==> config.mk <==
export PLATFORM = sky130hd
export DESIGN_NAME = cic_dec4
export DESIGN_NICKNAME = d
export VERILOG_FILES = /design/src/rtl/cic_dec4.sv
export SDC_FILE = /design/constraint.sdc
export NUM_CORES = 2
export LEC_CHECK = 0
export ABC_AREA = 1
export CORE_AREA = 2 2 267 467
export CTS_CLUSTER_SIZE = 20
export DETAILED_ROUTE_END_ITERATION = 10
export DIE_AREA = 0 0 269 469
export PLACE_DENSITY_LB_ADDON = 0.12
export SYNTH_ARGS = -nofsm -noshare
export SYNTH_HDL_FRONTEND = slang
export SYNTH_SLANG_ARGS = --single-unit
==> constraint.sdc <==
create_clock -name clk -period 8.3 [get_ports clk]
set_input_delay 0.83 -clock clk [delete_from_list [all_inputs] [get_ports clk]]
set_output_delay 0.83 -clock clk [all_outputs]
set_load 0.01 [all_outputs]
==> src/rtl/cic_dec4.sv <==
// cic_dec4: four-channel decimating CIC filter behind the dual-receiver mixer.
// Integrators run every cycle; one shared comb chain serves the channels in turn.
module cic_dec4 #(
  parameter int DECIMATION = 16,
  parameter int STAGES     = 3,
  parameter int IN_WIDTH   = 18,
  parameter int OUT_WIDTH  = 18
) (
  input  logic                        clk,
  input  logic                        rst,
  input  logic signed [IN_WIDTH-1:0]  mixdata0_i,
  input  logic signed [IN_WIDTH-1:0]  mixdata0_q,
  input  logic signed [IN_WIDTH-1:0]  mixdata1_i,
  input  logic signed [IN_WIDTH-1:0]  mixdata1_q,
  output logic signed [OUT_WIDTH-1:0] cicdata0_i,
  output logic signed [OUT_WIDTH-1:0] cicdata0_q,
  output logic signed [OUT_WIDTH-1:0] cicdata1_i,
  output logic signed [OUT_WIDTH-1:0] cicdata1_q,
  output logic                        cic_valid
);

  localparam int LOG2R     = $clog2(DECIMATION);
  localparam int ACC_WIDTH = IN_WIDTH + STAGES * LOG2R;
  localparam int SHIFT     = ACC_WIDTH - OUT_WIDTH;

  typedef logic signed [ACC_WIDTH-1:0] acc_t;
  typedef enum logic [2:0] {
    IDLE, COMB0, COMB1, COMB2, COMB3, EMIT
  } state_t;

  localparam logic signed [ACC_WIDTH:0] HALF =
    (ACC_WIDTH+1)'(1) <<< (SHIFT - 1);
  localparam logic signed [ACC_WIDTH:0] MAXW =
    {{(SHIFT+2){1'b0}}, {(OUT_WIDTH-1){1'b1}}};
  localparam logic signed [ACC_WIDTH:0] MINW =
    {{(SHIFT+2){1'b1}}, {(OUT_WIDTH-1){1'b0}}};
  localparam logic signed [OUT_WIDTH-1:0] MAXV =
    {1'b0, {(OUT_WIDTH-1){1'b1}}};
  localparam logic signed [OUT_WIDTH-1:0] MINV =
    {1'b1, {(OUT_WIDTH-1){1'b0}}};

  logic signed [IN_WIDTH-1:0]  in_w   [4];
  acc_t                        ext_w  [4];
  acc_t                        integ_q[4][STAGES];
  acc_t                        snap_q [4];
  acc_t                        dly_q  [4][STAGES];
  logic signed [OUT_WIDTH-1:0] hold_q [4];
  logic signed [OUT_WIDTH-1:0] out_q  [4];
  logic                        valid_q;
  logic [LOG2R-1:0]            cnt_q;
  logic [LOG2R-1:0]            cnt_d;
  state_t                      state_q;
  logic                        tick;
  logic [1:0]                  sel;
  acc_t                        x_w    [STAGES+1];
  logic signed [ACC_WIDTH:0]   rnd_w;
  logic signed [ACC_WIDTH:0]   sh_w;
  logic signed [OUT_WIDTH-1:0] sat_d;

  assign in_w[0] = mixdata0_i;
  assign in_w[1] = mixdata0_q;
  assign in_w[2] = mixdata1_i;
  assign in_w[3] = mixdata1_q;

  assign cicdata0_i = out_q[0];
  assign cicdata0_q = out_q[1];
  assign cicdata1_i = out_q[2];
  assign cicdata1_q = out_q[3];
  assign cic_valid  = valid_q;

  assign cnt_d = cnt_q + LOG2R'(1);
  assign tick  = (cnt_q == LOG2R'(DECIMATION - 1));

  always_comb begin
    for (int c = 0; c < 4; c++) begin
      ext_w[c] = {{(ACC_WIDTH-IN_WIDTH){in_w[c][IN_WIDTH-1]}},
                  in_w[c]};
    end
  end

  // Modular accumulation: wrap-around cancels in the comb differences.
  always_ff @(posedge clk) begin
    if (rst) begin
      for (int c = 0; c < 4; c++) begin
        for (int k = 0; k < STAGES; k++) begin
          integ_q[c][k] <= '0;
        end
      end
    end else begin
      for (int c = 0; c < 4; c++) begin
        integ_q[c][0] <= integ_q[c][0] + ext_w[c];
        for (int k = 1; k < STAGES; k++) begin
          integ_q[c][k] <= integ_q[c][k] + integ_q[c][k-1];
        end
      end
    end
  end

  always_comb begin
    sel = 2'd0;
    case (state_q)
      COMB1:   sel = 2'd1;
      COMB2:   sel = 2'd2;
      COMB3:   sel = 2'd3;
      default: sel = 2'd0;
    endcase
    x_w[0] = snap_q[sel];
    for (int k = 0; k < STAGES; k++) begin
      x_w[k+1] = x_w[k] - dly_q[sel][k];
    end
    rnd_w = $signed({x_w[STAGES][ACC_WIDTH-1], x_w[STAGES]}) + HALF;
    sh_w  = rnd_w >>> SHIFT;
    if (sh_w > MAXW) begin
      sat_d = MAXV;
    end else if (sh_w < MINW) begin
      sat_d = MINV;
    end else begin
      sat_d = sh_w[OUT_WIDTH-1:0];
    end
  end

  always_ff @(posedge clk) begin
    if (rst) begin
      cnt_q   <= '0;
      state_q <= IDLE;
      valid_q <= 1'b0;
      for (int c = 0; c < 4; c++) begin
        snap_q[c] <= '0;
        hold_q[c] <= '0;
        out_q[c]  <= '0;
        for (int k = 0; k < STAGES; k++) begin
          dly_q[c][k] <= '0;
        end
      end
    end else begin
      cnt_q   <= cnt_d;
      valid_q <= 1'b0;
      if (tick) begin
        for (int c = 0; c < 4; c++) begin
          snap_q[c] <= integ_q[c][STAGES-1];
        end
      end
      if (state_q inside {COMB0, COMB1, COMB2, COMB3}) begin
        for (int k = 0; k < STAGES; k++) begin
          dly_q[sel][k] <= x_w[k];
        end
        hold_q[sel] <= sat_d;
      end
      case (state_q)
        IDLE:    if (tick) state_q <= COMB0;
        COMB0:   state_q <= COMB1;
        COMB1:   state_q <= COMB2;
        COMB2:   state_q <= COMB3;
        COMB3:   state_q <= EMIT;
        EMIT: begin
          for (int c = 0; c < 4; c++) begin
            out_q[c] <= hold_q[c];
          end
          valid_q <= 1'b1;
          state_q <= IDLE;
        end
        default: state_q <= IDLE;
      endcase
    end
  end

endmodule
Word-level counts from Yosys, hierarchy flattened:

Memories as Yosys holds them, arrays and structs flattened.
Index checks and enable logic that the tools add are counted.

* register bits after elaboration: 8
* RAM bits: 984
* input bits: 74
* logic and storage cells: 101
* memories: 5

* $add $sub $neg: 17
* magnitude comparators: 2
* equal/unequal tests: 7
* multiplexer cells: 43
* bitwise operators: 20
* reductions and logical operators: 4

Memory list
* dly_q: depth 4, bits a word 90, rd ports 1, clocked after Yosys merged registers in 0, wr ports 4, RTL line 46 `acc_t dly_q [4][STAGES];`
* integ_q: depth 4, bits a word 90, rd ports 4, clocked after Yosys merged registers in 0, wr ports 4, RTL line 44 `acc_t integ_q[4][STAGES];`
* snap_q: depth 4, bits a word 30, rd ports 1, clocked after Yosys merged registers in 0, wr ports 4, RTL line 45 `acc_t snap_q [4];`
* hold_q: depth 4, bits a word 18, rd ports 4, clocked after Yosys merged registers in 0, wr ports 4, RTL line 47 `logic signed [OUT_WIDTH-1:0] hold_q [4];`
* out_q: depth 4, bits a word 18, rd ports 4, clocked after Yosys merged registers in 0, wr ports 4, RTL line 48 `logic signed [OUT_WIDTH-1:0] out_q [4];`

Operator list (count)
* 30-bit 2-to-1 mux: 16
* 30-bit adder: 8
* 18-bit 2-to-1 mux: 7
* 30-bit by 18-bit adder with 30-bit output: 4
* 90-bit 2-to-1 mux: 1
* 90-bit OR reduction: 1
* 30-bit subtractor: 3
* 30-bit by 13-bit adder with 31-bit output (second input constant): 1
* 1-bit bitwise OR: 20
* 19-bit by 18-bit > comparator with 1-bit output (second input constant): 1
* 19-bit by 18-bit < comparator with 1-bit output (second input constant): 1
* 18-bit OR reduction: 1
* 3-bit one-hot mux with 5 select lines: 1
* 1-bit 2-to-1 mux: 14
* 3-bit by 2-bit == test with 1-bit output (second input constant): 2
* 3-bit == test (second input constant): 2
* 2-bit one-hot mux with 3 select lines: 1
* 4-bit by 1-bit adder with 4-bit output (second input constant): 1
* 4-bit == test (second input constant): 1
* 2-bit 2-to-1 mux: 2
* 4-bit nonzero test: 1
* 3-bit by 1-bit == test with 1-bit output (second input constant): 1
* 3-bit logical NOT: 1
* 3-bit 2-to-1 mux: 1
* 2-bit inequality test (second input constant): 1

Logic depth before layout (Yosys ltp):

An unclocked memory read counts as a cell.

* word-level depth: 11
* mapped depth: 57
* gate-level depth less buffers: 52

Worst setup path after synthesis:

No wires, ideal clock.

* path type: register to register
* start point: register state_q[0]
* end point: memory hold_q[0][5] (data pin)
* library setup time: 0.266 ns
* arrival time: 7.302 ns
* data required time: 8.034 ns
* setup slack: 0.732 ns
* stages on the path, launching flop included: 49
* buffers on the path: 7
* period minus slack after synthesis: 7.568 ns
* path through: dfxtp_1 nor2_2 nand2_2 buf_6 inv_4 buf_6 buf_2 buf_1 clkbuf_1 clkbuf_1 a22o_1 a221oi_1 fa_1 nand3_1 nand3_1 xor2_1 inv_1 ha_1 (+13 left out) o2111ai_1 xor2_1 ha_1 nand3_1 nand3b_1 nor2_1 nand2_1 nor2_1 nand3_1 nor2_1 nand2_1 nor2_1 nand3_1 nand3_4 buf_6 nand2_2 nand2_2 nor2_1

RTL lines
* start: declaration: RTL line 52 `state_t state_q;`
* start signal: assignment: RTL line 125 `state_q <= IDLE;`
* start signal: assignment: RTL line 150 `IDLE: if (tick) state_q <= COMB0;`
* start signal: assignment: RTL line 151 `COMB0: state_q <= COMB1;`
* end: declaration: RTL line 47

==> reports/qor.csv <==
metric;value;unit
CTS max path bufs;3;
period utilization;0.946;
post-synthesis mux area share;0;
kind of critical path;reg2reg;
CTS sink cnt;992;
largest family of logic cells by synthesized area;compound AO/OA/AOI/OAI gates;
final hold vios;0;
CP Max Fanout;29;
drt pass-1 iters;6;
crit path time final;7.85;ns
Total Die Area;126000;um2
DR vias;42300;
vias in the first global route;41600;
FF-to-FF End;hold_q[2][0];
Setup TNS;0;ns
Total Wirelength;149000;um
Worst Tran Pin Value;1.16;ns
share of cells above drive strength 1;0.0546;
Root Driver;clkbuf_16;
Synth top area share;0.350;
port bufs;146;
Synth Area in Compound Gates;0.167;
Synth Area in Adders;0.105;
synth top area cells;edfxtp_1 (35%), dfxtp_1 (14%), ha_1 (9.9%);
clk slew on worst S/H paths;0.07;ns
worst vdd ir;416;uV
Final ANT Viol Nets;0;
placed cell count;7781;
Global Route Usage Sum;0.235;
Max Clock Freq;127;MHz
Yosys warnings;0;
origin of the worst setup path;state_q[1];
final cell count without fillers;7967;
# setup viols final;0;
H-tree depth;3;
Die Ht;469;um
Pwr Density;410;nW/um2
post-synthesis simple-gate area fraction;0.164;
worst hold path type;reg2reg;
Top Metal Used;met4;
Congestion Overflow GR;0;
Avg Cell Area, Syn;8.80;um2
reg2reg path depth;38;
Yosys reg bits;992;
drt drc;0;
XOR/XNOR Fraction of Synth Area;0.0116;
Rows;170;
Hold Buf Count CTS;0;
M1 WL;52200;um
Slew headroom;0.224;
RSZ-0062 raised after global routing;false;
Async S/R FF share, synth;0;
initial antenna violation count;0;
register area share after synthesis;0.488;
largest net degree at the start of global routing;109;
distinct cell type count after synthesis;55;
critical path data arrival time;8.28;ns
Ports;147;
reg2reg setup slack;0.45;ns
Vias/cell;5.30;
Crit-path slowest cell;xor2_1;
nets@finish;6763;
Post-Syn Nets;6593;
Critical Path Sink Type;flip-flop;
die width;269;um
Synth Cell Area;53500;um2
drt wl/cell;18.7;um
Mapped Cells;6080;
top cell type by total area after synthesis;edfxtp_1;
CP Data Required Time;8.72;ns
dpl hpwl;108000;um
P_leak;0.0264;uW
maxcap violations;0;
Most Frequent Cell on Critical Path;nand2_1;
RePlAce Congestion;0.968;
Num CTS Buffers;96;
Worst R2R Start;state_q[1];
CTS tree;yes;
Main synth FF type;edfxtp_1;
Final Max Tran Viols;0;
Pwr Total;24800;uW
worst skew pair latency;0.73;ns
Syn-to-layout area delta;12.8;%
Max stage delay on crit path;0.49;ns
DR WL met3;4710;um
first-pass GRT wire length;227000;um
Worst Setup EP;hold_q[2][0];
Initial Utilization;0.438;
Worst Skew;0.0235;ns
critical path startpoint category;flip-flop;
first-iteration detailed-routing DRC count;2121;
EDFF count, synth;624;
met2 WL;81900;um
Ant. Diodes;0;
status;finished, final reports clean;
core area;122000;um2
==> critical path: cells and delay by family, from the launching register on <==
family          cells  cell delay [ns]
simple gates       21             2.81
fa+ha+maj           3             1.17
flops               1             0.41
buf+inv             7             1.04
compound gates      5             1.17
xor+xnor            2             0.91
==> power breakdown <==
group	total [uW]	internal (uW)	leakage (uW)	switching, uW
combinational	13400	4600	0.0153	8790
clock	4440	2430	0.00150	2010
sequential	6920	6260	0.00952	665
==> per-layer routing <==
layer	GRT usage	vias to the layer above
met5	0	-
met4	0.144	0
met3	0.0265	345
met2	0.466	874
met1	0.227	19700
li1	-	21300
==> cell families (layout without fill, tap and decap cells) <==
family / after synthesis / in the layout
buf+inv: 905 / 1158
simple gates: 2137 / 2137
xor+xnor: 69 / 69
flops: 992 / 992
fa+ha+maj: 439 / 439
compound gates: 1538 / 1538
==> what timing repair did <==
action                     4_1_cts  5_1_grt
buffers inserted                 0        5
gates resized for setup          0       27
setup endpoints to repair        0       72
==> layout make-up <==
cell class	instances	area, um2
clock buffers	119	2530
inverters	748	2820
multi-input cells	4183	24200
well taps	1634	2040
flip-flops and latches	992	26100
repair buffers	229	2130
clock inverters	62	608
fillers	11700	61900
==> cells in the final DEF (no fill, tap or decap), drive strengths merged, types with 18 or more instances in the layout <==
cell type      netlist  layout
a21oi              769     769
a221oi              55      55
a22o                84      84
a31oi               37      37
buf                 41      83
clkbuf             114     120
clkdlybuf4s50        0     145
clkinv               2      43
dfxtp              368     368
edfxtp             624     624
ha                 425     425
inv                746     748
nand2              909     909
nand3              212     212
nand4               59      59
nor2               897     897
nor3                41      41
o211ai              32      32
o21a               174     174
o21ai              320     320
o21bai              18      18
o22ai               23      23
xnor2               23      23
xor2                46      46
==> cell usage after synthesis, drive strengths merged, types with 18 or more instances <==
cell type    n
nand2      909
nor2       897
a21oi      769
inv        746
edfxtp     624
ha         425
dfxtp      368
o21ai      320
nand3      212
o21a       174
clkbuf     114
a22o        84
nand4       59
a221oi      55
xor2        46
buf         41
nor3        41
a31oi       37
o211ai      32
o22ai       23
xnor2       23
o21bai      18
==> worst min path at each step <==
stage          cells after the start  startpoint  endpoint
4_1_cts                            1    cnt_q[0]  cnt_q[0]
2_1_floorplan                      1    cnt_q[0]  cnt_q[0]
5_1_grt                            1    cnt_q[0]  cnt_q[0]
3_5_place_dp                       1    cnt_q[0]  cnt_q[0]
3_3_place_gp                       1    cnt_q[0]  cnt_q[0]
6_report                           1    cnt_q[0]  cnt_q[0]
==> registers in the layout, summed over array words and instances, names as in the netlist <==
name	cells
dly_q	360
integ_q	360
snap_q	120
hold_q	72
out_q	72
cnt_q	4
state_q	3
cic_valid	1
==> through the flow <==
step | setup slack (ns) | instance area (um2) | util | hold WS (ns)
floorplan | 0.732 | 53500 | - | 0.402
global placement | 0.212 | 57100 | 0.467 | 0.425
detailed placement | 0.203 | 57100 | 0.467 | 0.432
CTS | 0.137 | 60200 | 0.492 | 0.456
global route | 0.00313 | 60400 | 0.494 | 0.478
finish | 0.449 | 60400 | 0.494 | 0.445
Power figures use the tool's default switching activity.
